===== src/rtl/afg_pkg.sv =====
// Shared types and default widths for the AFG playback sequencer.
package afg_pkg;

  localparam int AFG_ADDR_W = 10;
  localparam int AFG_DATA_W = 12;
  localparam int AFG_DIV_W  = 16;
  localparam int AFG_CNT_W  = 16;

  typedef enum logic [1:0] {
    ST_IDLE  = 2'd0,
    ST_RUN   = 2'd1,
    ST_DRAIN = 2'd2
  } afg_state_e;

endpackage


===== src/rtl/afg_playback_ctrl_rate_div.sv =====
// Sample-rate divider: loadable down counter, tick when it reaches zero.
module afg_rate_div #(
  parameter int DIV_W = 16
) (
  input  logic             clk,
  input  logic             rst_n,
  input  logic             i_load,
  input  logic [DIV_W-1:0] i_load_val,
  input  logic             i_en,
  input  logic [DIV_W-1:0] i_lim,
  output logic             o_tick
);

  logic [DIV_W-1:0] r_cnt;

  assign o_tick = i_en && (r_cnt == '0);

  // Load on playback start, then count down and reload from the limit each tick.
  always_ff @(posedge clk or negedge rst_n) begin
    if (!rst_n) begin
      r_cnt <= '0;
    end else if (i_load) begin
      r_cnt <= i_load_val;
    end else if (i_en) begin
      r_cnt <= (r_cnt == '0) ? i_lim : r_cnt - DIV_W'(1);
    end
  end

endmodule


===== src/rtl/afg_playback_ctrl.sv =====
// AFG playback sequencer: walks waveform RAM, paces reads, counts periods
// and registers the returned sample toward the output stage.
// Optional: AFG_TRIG_SYNC_EN adds 2-flop sync + rising-edge detect on start/stop.
module afg_playback_ctrl
  import afg_pkg::*;
#(
  parameter int ADDR_W = AFG_ADDR_W,
  parameter int DATA_W = AFG_DATA_W,
  parameter int DIV_W  = AFG_DIV_W,
  parameter int CNT_W  = AFG_CNT_W
) (
  input  logic              clk,
  input  logic              rst_n,
  input  logic              start,
  input  logic              stop,
  input  logic [ADDR_W-1:0] cfg_len,
  input  logic [DIV_W-1:0]  cfg_div,
  input  logic [CNT_W-1:0]  cfg_burst,
  output logic              mem_rd_en,
  output logic [ADDR_W-1:0] mem_addr,
  input  logic [DATA_W-1:0] mem_data,
  output logic [DATA_W-1:0] out_data,
  output logic              out_valid,
  output logic              busy,
  output logic              done
);

  logic w_start;
  logic w_stop;

`ifdef AFG_TRIG_SYNC_EN
  logic [2:0] r_start_sync;
  logic [2:0] r_stop_sync;

  // Two-flop synchronizer plus one history bit for rising-edge detection.
  always_ff @(posedge clk or negedge rst_n) begin
    if (!rst_n) begin
      r_start_sync <= '0;
      r_stop_sync  <= '0;
    end else begin
      r_start_sync <= {r_start_sync[1:0], start};
      r_stop_sync  <= {r_stop_sync[1:0], stop};
    end
  end

  assign w_start = r_start_sync[1] & ~r_start_sync[2];
  assign w_stop  = r_stop_sync[1]  & ~r_stop_sync[2];
`else
  assign w_start = start;
  assign w_stop  = stop;
`endif

  afg_state_e        r_state;
  logic [ADDR_W-1:0] r_len;
  logic [DIV_W-1:0]  r_div;
  logic [CNT_W-1:0]  r_burst;
  logic [ADDR_W-1:0] r_addr;
  logic [CNT_W-1:0]  r_period;
  logic              r_mem_rd_en;
  logic [ADDR_W-1:0] r_mem_addr;
  logic              r_rd_pend;
  logic [DATA_W-1:0] r_out_data;
  logic              r_out_valid;
  logic              r_busy;
  logic              r_done;

  logic              w_go;
  logic              w_tick;
  logic [ADDR_W-1:0] w_rd_len;
  logic [CNT_W-1:0]  w_rd_burst;
  logic [ADDR_W-1:0] w_rd_addr;
  logic [CNT_W-1:0]  w_rd_per;
  logic              w_wrap;
  logic [CNT_W-1:0]  w_per_inc;
  logic              w_last;

  assign w_go = (r_state == ST_IDLE) && w_start && !w_stop;

  afg_rate_div #(
    .DIV_W(DIV_W)
  ) u_rate_div (
    .clk       (clk),
    .rst_n     (rst_n),
    .i_load    (w_go),
    .i_load_val(cfg_div),
    .i_en      (r_state == ST_RUN),
    .i_lim     (r_div),
    .o_tick    (w_tick)
  );

  // The start cycle issues the first read from the live config, so the read
  // bookkeeping selects either live config (IDLE) or the shadow copies (RUN).
  always_comb begin
    w_rd_len   = r_len;
    w_rd_burst = r_burst;
    w_rd_addr  = r_addr;
    w_rd_per   = r_period;
    if (r_state == ST_IDLE) begin
      w_rd_len   = cfg_len;
      w_rd_burst = cfg_burst;
      w_rd_addr  = '0;
      w_rd_per   = '0;
    end
    w_wrap    = (w_rd_addr == w_rd_len);
    w_per_inc = (&w_rd_per) ? w_rd_per : w_rd_per + CNT_W'(1);
    w_last    = w_wrap && (w_rd_burst != '0) && (w_per_inc == w_rd_burst);
  end

  // Playback FSM with registered RAM strobe, sample pipeline and status.
  always_ff @(posedge clk or negedge rst_n) begin
    if (!rst_n) begin
      r_state     <= ST_IDLE;
      r_len       <= '0;
      r_div       <= '0;
      r_burst     <= '0;
      r_addr      <= '0;
      r_period    <= '0;
      r_mem_rd_en <= 1'b0;
      r_mem_addr  <= '0;
      r_rd_pend   <= 1'b0;
      r_out_data  <= '0;
      r_out_valid <= 1'b0;
      r_busy      <= 1'b0;
      r_done      <= 1'b0;
    end else begin
      r_mem_rd_en <= 1'b0;
      r_done      <= 1'b0;
      r_rd_pend   <= r_mem_rd_en;
      r_out_valid <= r_rd_pend;
      if (r_rd_pend) begin
        r_out_data <= mem_data;
      end

      case (r_state)
        ST_IDLE: begin
          if (w_go) begin
            r_len       <= cfg_len;
            r_div       <= cfg_div;
            r_burst     <= cfg_burst;
            r_mem_rd_en <= 1'b1;
            r_mem_addr  <= '0;
            r_addr      <= w_wrap ? '0 : ADDR_W'(1);
            r_period    <= w_wrap ? w_per_inc : '0;
            r_busy      <= 1'b1;
            r_state     <= w_last ? ST_DRAIN : ST_RUN;
          end
        end

        ST_RUN: begin
          if (w_stop) begin
            r_state <= ST_DRAIN;
          end else if (w_tick) begin
            r_mem_rd_en <= 1'b1;
            r_mem_addr  <= r_addr;
            r_addr      <= w_wrap ? '0 : r_addr + ADDR_W'(1);
            if (w_wrap) begin
              r_period <= w_per_inc;
            end
            if (w_last) begin
              r_state <= ST_DRAIN;
            end
          end
        end

        ST_DRAIN: begin
          // The strobe is registered, so wait for it and its data beat to clear.
          if (!r_rd_pend && !r_mem_rd_en) begin
            r_state <= ST_IDLE;
            r_busy  <= 1'b0;
            r_done  <= 1'b1;
          end
        end

        default: begin
          r_state <= ST_IDLE;
          r_busy  <= 1'b0;
        end
      endcase
    end
  end

  assign mem_rd_en = r_mem_rd_en;
  assign mem_addr  = r_mem_addr;
  assign out_data  = r_out_data;
  assign out_valid = r_out_valid;
  assign busy      = r_busy;
  assign done      = r_done;

endmodule


===== config.mk =====
export PLATFORM = sky130hd
export DESIGN_NAME = afg_playback_ctrl
export DESIGN_NICKNAME = d
export VERILOG_FILES = /design/src/rtl/afg_pkg.sv /design/src/rtl/afg_playback_ctrl_rate_div.sv /design/src/rtl/afg_playback_ctrl.sv
export SDC_FILE = /design/constraint.sdc
export NUM_CORES = 1
export LEC_CHECK = 0
export ABC_AREA = 1
export BUFFER_PORTS_ARGS = -buffer_cell sky130_fd_sc_hd__buf_2
export CORE_MARGIN = 4
export CORE_UTILIZATION = 30
export CTS_CLUSTER_SIZE = 40
export DETAILED_ROUTE_END_ITERATION = 8
export PLACE_DENSITY = 0.46
export SETUP_SLACK_MARGIN = 0.2
export SYNTH_ARGS = -nofsm -noshare
export SYNTH_HDL_FRONTEND = slang
export SYNTH_SLANG_ARGS = --single-unit

===== constraint.sdc =====
create_clock -name clk -period 6.9 [get_ports clk]
set_input_delay 0.345 -clock clk [delete_from_list [all_inputs] [get_ports clk]]
set_output_delay 0.345 -clock clk [all_outputs]
set_load 0.01 [all_outputs]

==> Word level (Yosys, flattened, before mapping) <==
Cells that the tools add are included.
{ "op_classes": {"n_addsub": 3, "bitwise_logic": 1, "mux": 40, "n_reduce_logical": 20, "n_eq_ne": 11} }
{ "ops": {"columns": ["op", "n"], "rows": [
  ["2-to-1 mux 16 bit", 11],
  ["2-to-1 mux 10 bit", 9],
  ["one-hot mux 10 bit (2 select lines)", 2],
  ["one-hot mux 16 bit (2 select lines)", 1],
  ["adder 16 x 1 -> 16 bit (second input constant)", 1],
  ["equality test 16 bit", 1],
  ["zero test 16 bit", 1],
  ["AND reduction 16 bit", 1],
  ["nonzero test 16 bit", 1],
  ["subtractor 16 x 1 -> 16 bit (second input constant)", 1],
  ["2-to-1 mux 2 bit", 6],
  ["adder 10 x 1 -> 10 bit (second input constant)", 1],
  ["equality test 10 bit", 1],
  ["2-to-1 mux 1 bit", 8],
  ["!= test 2 bit (second input constant)", 4],
  ["AND reduction 4 bit", 2],
  ["logical AND 1 bit", 6],
  ["!= test 3 bit (second input constant)", 2],
  ["one-hot mux 2 bit (3 select lines)", 1],
  ["AND reduction 5 bit", 1],
  ["nonzero test 2 bit", 2],
  ["zero test 1 bit", 3],
  ["one-hot mux 1 bit (3 select lines)", 1],
  ["AND reduction 3 bit", 1],
  ["other kinds (7)", 7]
]} }
{ "totals": {"register_bits": 113, "out_inout_bits": 26, "in_bits": 58} }

==> Longest topological paths before layout <==
{ "depth": {"ltp_word": 10, "ltp_mapped": 22} }

==> Modules after synthesis <==
A second synthesis with hierarchy kept.
{ "unflattened": {"cells_unflattened": 926, "area_unflattened_um2": 6687.7} }
{ "modules_own_cells": {"columns": ["mod", "n_inst", "seq_area_each_um2", "area_per_inst_um2", "cells_per_inst"], "rows": [
  ["afg_playback_ctrl", 1, 2427.3, 5137.4, 680],
  ["afg_rate_div", 1, 400.4, 1550.2, 246]
]} }

==> Worst setup path after synthesis <==
Ideal clock, no wire load.
{ "synth_timing": {"path_type": "flip-flop to flip-flop", "startpoint": "register r_state[1]", "endpoint": "register r_state[0]", "t_required_ps": 6778, "t_arrival_ps": 2472, "setup_time_ps": 122, "slack_ps": 4307, "period_less_slack_ps": 2593, "n_path_buf": 1, "stages_incl_launch_ff": 19, "path_cell_list": "dfrtp_1 nor2_2 buf_2 nor2_1 ha_1 nand2_1 nand3b_1 nor2_1 nand2_1 xor2_1 nand2_1 nand2_1 nand2_1 nor2_1 nand2_1 nor2_2 nand3_1 nand2_1 o21ai_1"} }
{ "synth_via": {"elab_chain_len": 9, "word_cells_on_any_way": 26, "cone_classes": "1 x add/sub; 8 x eq/ne; 8 x mux; 9 x reduce/logical"} }
{ "synth_lines": {"columns": ["item", "line", "source"], "rows": [
  ["start: declaration", "afg_playback_ctrl.sv:53", "afg_state_e r_state;"],
  ["start signal: assignment", "afg_playback_ctrl.sv:145", "r_state <= w_last ? ST_DRAIN : ST_RUN;"],
  ["zero test 2 bit", "afg_playback_ctrl.sv:77, afg_playback_ctrl.sv:98, afg_playback_ctrl.sv:134", null],
  ["2-to-1 mux 16 bit", "afg_playback_ctrl.sv:98", "if (r_state == ST_IDLE) begin"],
  ["adder 16 x 1 -> 16 bit / AND reduction 16 bit (equally long branches)", "afg_playback_ctrl.sv:105", "w_per_inc = (&w_rd_per) ? w_rd_per : w_rd_per + CNT_W'(1);"],
  ["2-to-1 mux 16 bit", "afg_playback_ctrl.sv:105", null],
  ["equality test 16 bit", "afg_playback_ctrl.sv:106", "w_last = w_wrap && (w_rd_burst != '0) && (w_per_inc == w_rd_burst);"],
  ["logical AND 1 bit", "afg_playback_ctrl.sv:106", null],
  ["2-to-1 mux 2 bit", "afg_playback_ctrl.sv:145", null],
  ["2-to-1 mux 2 bit", "afg_playback_ctrl.sv:136", "if (w_go) begin"],
  ["one-hot mux 2 bit (3 select lines)", "afg_playback_ctrl.sv:134", "case (r_state)"]
]} }
Parallel ways exist; a longest one is shown, timed or not. The select of a mux whose other input is x is not followed.
A chain may end at the register's enable or synchronous reset.

==> Worst setup path after layout <==
{ "layout_timing": {"startpoint": "register r_state[1]", "endpoint": "register r_state[1]"} }
Same word-level chain as after synthesis.

==> flow_summary_export.csv <==
group,metric,value,unit
synth,synth_fp_nets,877,
die,die_h,153,um
timing,finalClockSkew,0.0160,ns
worst_setup_path,reg2reg_depth,19,
die,rows,52,
route,initialDrtViolationCount,338,
layout,antenna_cells_inserted,0,
timing,setup-violations-final,0,
route,wl_per_cell,14.3,um
layout,layout-drive-gt1-share,17.7,%
synth,synth_compound_area_share,11.7,%
synth,synth_cell_types,46,
timing,grt_setup_unrepaired,"no",
cts,number_of_clock_sinks,113,
power,total_power,2.97,mW
route,avgViaCountPerCell,4.61,
die,die_area,23300,sq um
layout,commonest_non_fill_non_tap_cell_in_the_layout,"sky130_fd_sc_hd__nand2_1",
worst_setup_path,worst-r2r-setup-slack,3.71,ns
synth,synthXorXnorAreaFrac,3.76,%
grt,grt_start_max_net_pins,64,
cts,clkSlewWorstSetupHoldPaths,0.06,ns
timing,final_period_minus_worst_setup_slack,3.19,ns
cts,cts.root.buffer_cell,"sky130_fd_sc_hd__clkbuf_16",
synth,seq_area_frac_synth,45.0,%
min_path,hold_start,"cfg_len[1]",
timing,fmax,0.314,GHz
min_path,hold-path-cell-count,3,
timing,min_period_over_period,46.2,%
timing,final_max_slew_viol_count,0,
route,antenna_violating_nets_post_route,0,
grt,grt_overflow_total,0,
min_path,class_of_the_worst_hold_path,"input pin to register",
layout,post-route-cell-area,7530,sq um
synth,post_synth_fa_ha_maj_area_fraction,0.796,%
worst_setup_path,cp-start-kind,"register",
worst_setup_path,endpoint_of_the_worst_slack_reg_to_reg_timing_path,"r_state[1]",
synth,synth_area_leader_cell,"sky130_fd_sc_hd__dfrtp_1",
placed_design,detailed_place.area,6940,sq um
timing,slew_headroom,43.4,%
power,power.ir.vdd_worst,0.000184,V
worst_setup_path,timing.critical_path.mode_cell,"sky130_fd_sc_hd__nand2_1",
worst_setup_path,worst_path_largest_cell_delay,0.40,ns
synth,netlist_area,6290,sq um
status,outcome,"finished, final reports clean",
die,initial_util,30.8,%
route,detailedRoute.firstPassIterationCount,4,
grt,grt_antenna_before_repair,1,
route,drt_drc_violations_left,0,
synth,postSynthAreaPerCell,7.71,sq um
layout,final_net_count,956,
placed_design,globalplace.congestion,0.864,
synth,synth_top_area_share,45.0,%
grt,number_of_global_route_vias_before_repair,5303,
die,core_area,20400,sq um
grt,grt_first_pass_wirelength,27900,um
placed_design,detailed_place_hpwl,12200,um
power,power_density,395,nW/um^2
synth,top_cells_by_area_synth,"sky130_fd_sc_hd__dfrtp_1 45%, sky130_fd_sc_hd__nand2_1 13%, sky130_fd_sc_hd__o21ai_0 5.8%, sky130_fd_sc_hd__inv_1 5.0%, sky130_fd_sc_hd__nor2_1 4.7%",
cts,tritoncts,"done",
synth,postSynthCellCount,815,
grt,track_usage,14.7,%
timing,worst-slew-pin-transition,0.848,ns
worst_setup_path,timing.critical_path.fanout_max,43,
worst_setup_path,timing.critical_path.max_delay_family,"simple AND/OR/NAND/NOR gates",
worst_setup_path,critPathCaptureType,"register",
cts,insertion_delay,0.42,ns
timing,setup_total_negative_slack,0,ns
synth,synth_seq_cells,113,
worst_setup_path,crit_buf_inv,2,
die,die_w,153,um
cts,cts_buffers,17,
cts,cts_repair_resize_count,0,
layout,layout_common_cells,"224 x sky130_fd_sc_hd__nand2_1, 113 x sky130_fd_sc_hd__dfrtp_1, 83 x sky130_fd_sc_hd__inv_1",
synth,combinational_family_with_the_most_area_after_synthesis,"simple AND/OR/NAND/NOR gates",
flow_run,maxCapViolCount,0,
layout,syn2layout_area_growth,19.8,%
worst_setup_path,worstSetupPathType,"register to register",
route,detail_route.wirelength,16900,um
cts,cts.path.max_buffers,2,
route,dr_total_vias,5422,
timing,final_hold_viol_count,0,
power,total_leakage_power,3.59,nW
worst_setup_path,path_cells,"nor2_2 -> buf_4 -> nor2_1 -> ha_1 -> nand2_1 -> nand3b_1 -> nor3_4 -> nand2_2 -> nand2_1 -> inv_1 -> nand2_1 -> nand2_1 -> nor2_1 -> nand2_1 -> nor2_2 -> nand3_1 -> nand2_1 -> nand3_1 -> nand2_1",
synth,post_synth_simple_gate_area,28.8,%
min_path,min_delay_worst_endpoint,"r_len[1]",
synth,synthMuxAreaShare,2.31,%
cts,cts_max_level,4,
die,i_o_pin_total,84,
synth,synth.yosys.warnings,0,
worst_setup_path,timing.critical_path.required,7.25,ns
worst_setup_path,worstPathArrival,3.54,ns
placed_design,i_o_buffers,83,
worst_setup_path,worst_path_max_delay_cell,"sky130_fd_sc_hd__dfrtp_1",
worst_setup_path,critical_path.reg2reg.startpoint,"r_state[1]",
[what timing repair did]
action	4_1_cts	5_1_grt
hold buffers	1	0
endpoints found under the hold margin	23	0
setup buffers	0	0
[layout make-up]
class,count,area [sq um]
Sequential cell,113,2830
Inverter,90,338
Fill cell,2194,12900
Clock buffer,22,474
Clock inverter,9,108
Multi-Input combinational cell,583,2980
Tap cell,270,338
Timing Repair Buffer,89,465
[cell families (layout without fill, tap and decap cells)]
kind of cell	after synthesis	in the layout
xor gates and xnor gates	27	27
adders and majority gates	4	4
buffers and inverters	119	210
muxes	13	13
and+or+nand+nor	414	414
DFF	113	113
AOI/OAI and AO/OA	125	125
[tightest hold or removal path, stage by stage]
cell and delay, ns:
sky130_fd_sc_hd__buf_2 0.09, sky130_fd_sc_hd__nand2_1 0.05, sky130_fd_sc_hd__nand2_1 0.05
[synthesized netlist by cell type, drive strengths merged]
| master | number |
|---|---|
| a211oi | 1 |
| a21oi | 11 |
| a221o | 1 |
| a221oi | 1 |
| a31oi | 10 |
| a32o | 4 |
| buf | 16 |
| clkbuf | 13 |
| clkinv | 2 |
| dfrtp | 113 |
| ha | 4 |
| inv | 88 |
| mux2 | 12 |
| mux2i | 1 |
| nand2 | 234 |
| nand3 | 48 |
| nand3b | 8 |
| nand4 | 14 |
| nor2 | 88 |
| nor3 | 13 |
| nor3b | 2 |
| nor4 | 5 |
| o211ai | 5 |
| o21a | 1 |
| o21ai | 75 |
| o221ai | 1 |
| o22a | 1 |
| o22ai | 3 |
| o311ai | 1 |
| o31ai | 10 |
| or2 | 2 |
| xnor2 | 10 |
| xor2 | 17 |
[report_power, final]
group / internal, mW / total (mW) / leakage, nW / switching (mW)
logic: 0.386 / 1.02 / 1.88 / 0.639
clock network: 0.557 / 0.871 / 0.282 / 0.314
registers: 0.915 / 1.08 / 1.43 / 0.163
total: 1.86 / 2.97 / 3.59 / 1.12
[per-layer routing]
layer | wire, um | GRT usage (%) | vias to the layer above
li1 | - | - | 2826
met2 | 7490 | 22.6 | 120
met3 | 815 | 3.64 | 17
met4 | 170 | 3.90 | 2
met1 | 8380 | 20.8 | 2457
met5 | 7 | 0 | -
[stage by stage]
stage          hold WS, ns  setup WS [ns]  util (%)  instances
5_1_grt              0.146           3.27      36.9       1176
3_5_place_dp         0.379           3.72      34.0       1144
6_report             0.147           3.71      36.9       1176
3_3_place_gp         0.374           3.80      34.0       1144
2_1_floorplan       0.0494           4.31         -        815
4_1_cts              0.133           3.69      36.9       1176
[worst max path at each step]
stage | startpoint | depth (start not counted) | end | slack (ns)
2_1_floorplan | r_state[1] | 18 | r_state[0] | 4.31
3_3_place_gp | r_state[1] | 19 | r_state[1] | 3.80
3_5_place_dp | r_state[1] | 19 | r_state[1] | 3.72
4_1_cts | r_state[1] | 19 | r_state[1] | 3.69
5_1_grt | r_state[1] | 19 | r_state[1] | 3.27
6_report | r_state[1] | 19 | r_state[1] | 3.71
[sequential cells by signal (all words and copies together) (netlist names)]
register / cells
r_len: 10
mem_rd_en: 1
r_div: 16
r_rd_pend: 1
r_addr: 10
done: 1
busy: 1
out_valid: 1
r_state: 2
mem_addr: 10
u_rate_div.r_cnt: 16
r_burst: 16
out_data: 12
r_period: 16
No activity file was read; power rests on OpenSTA's default activity.
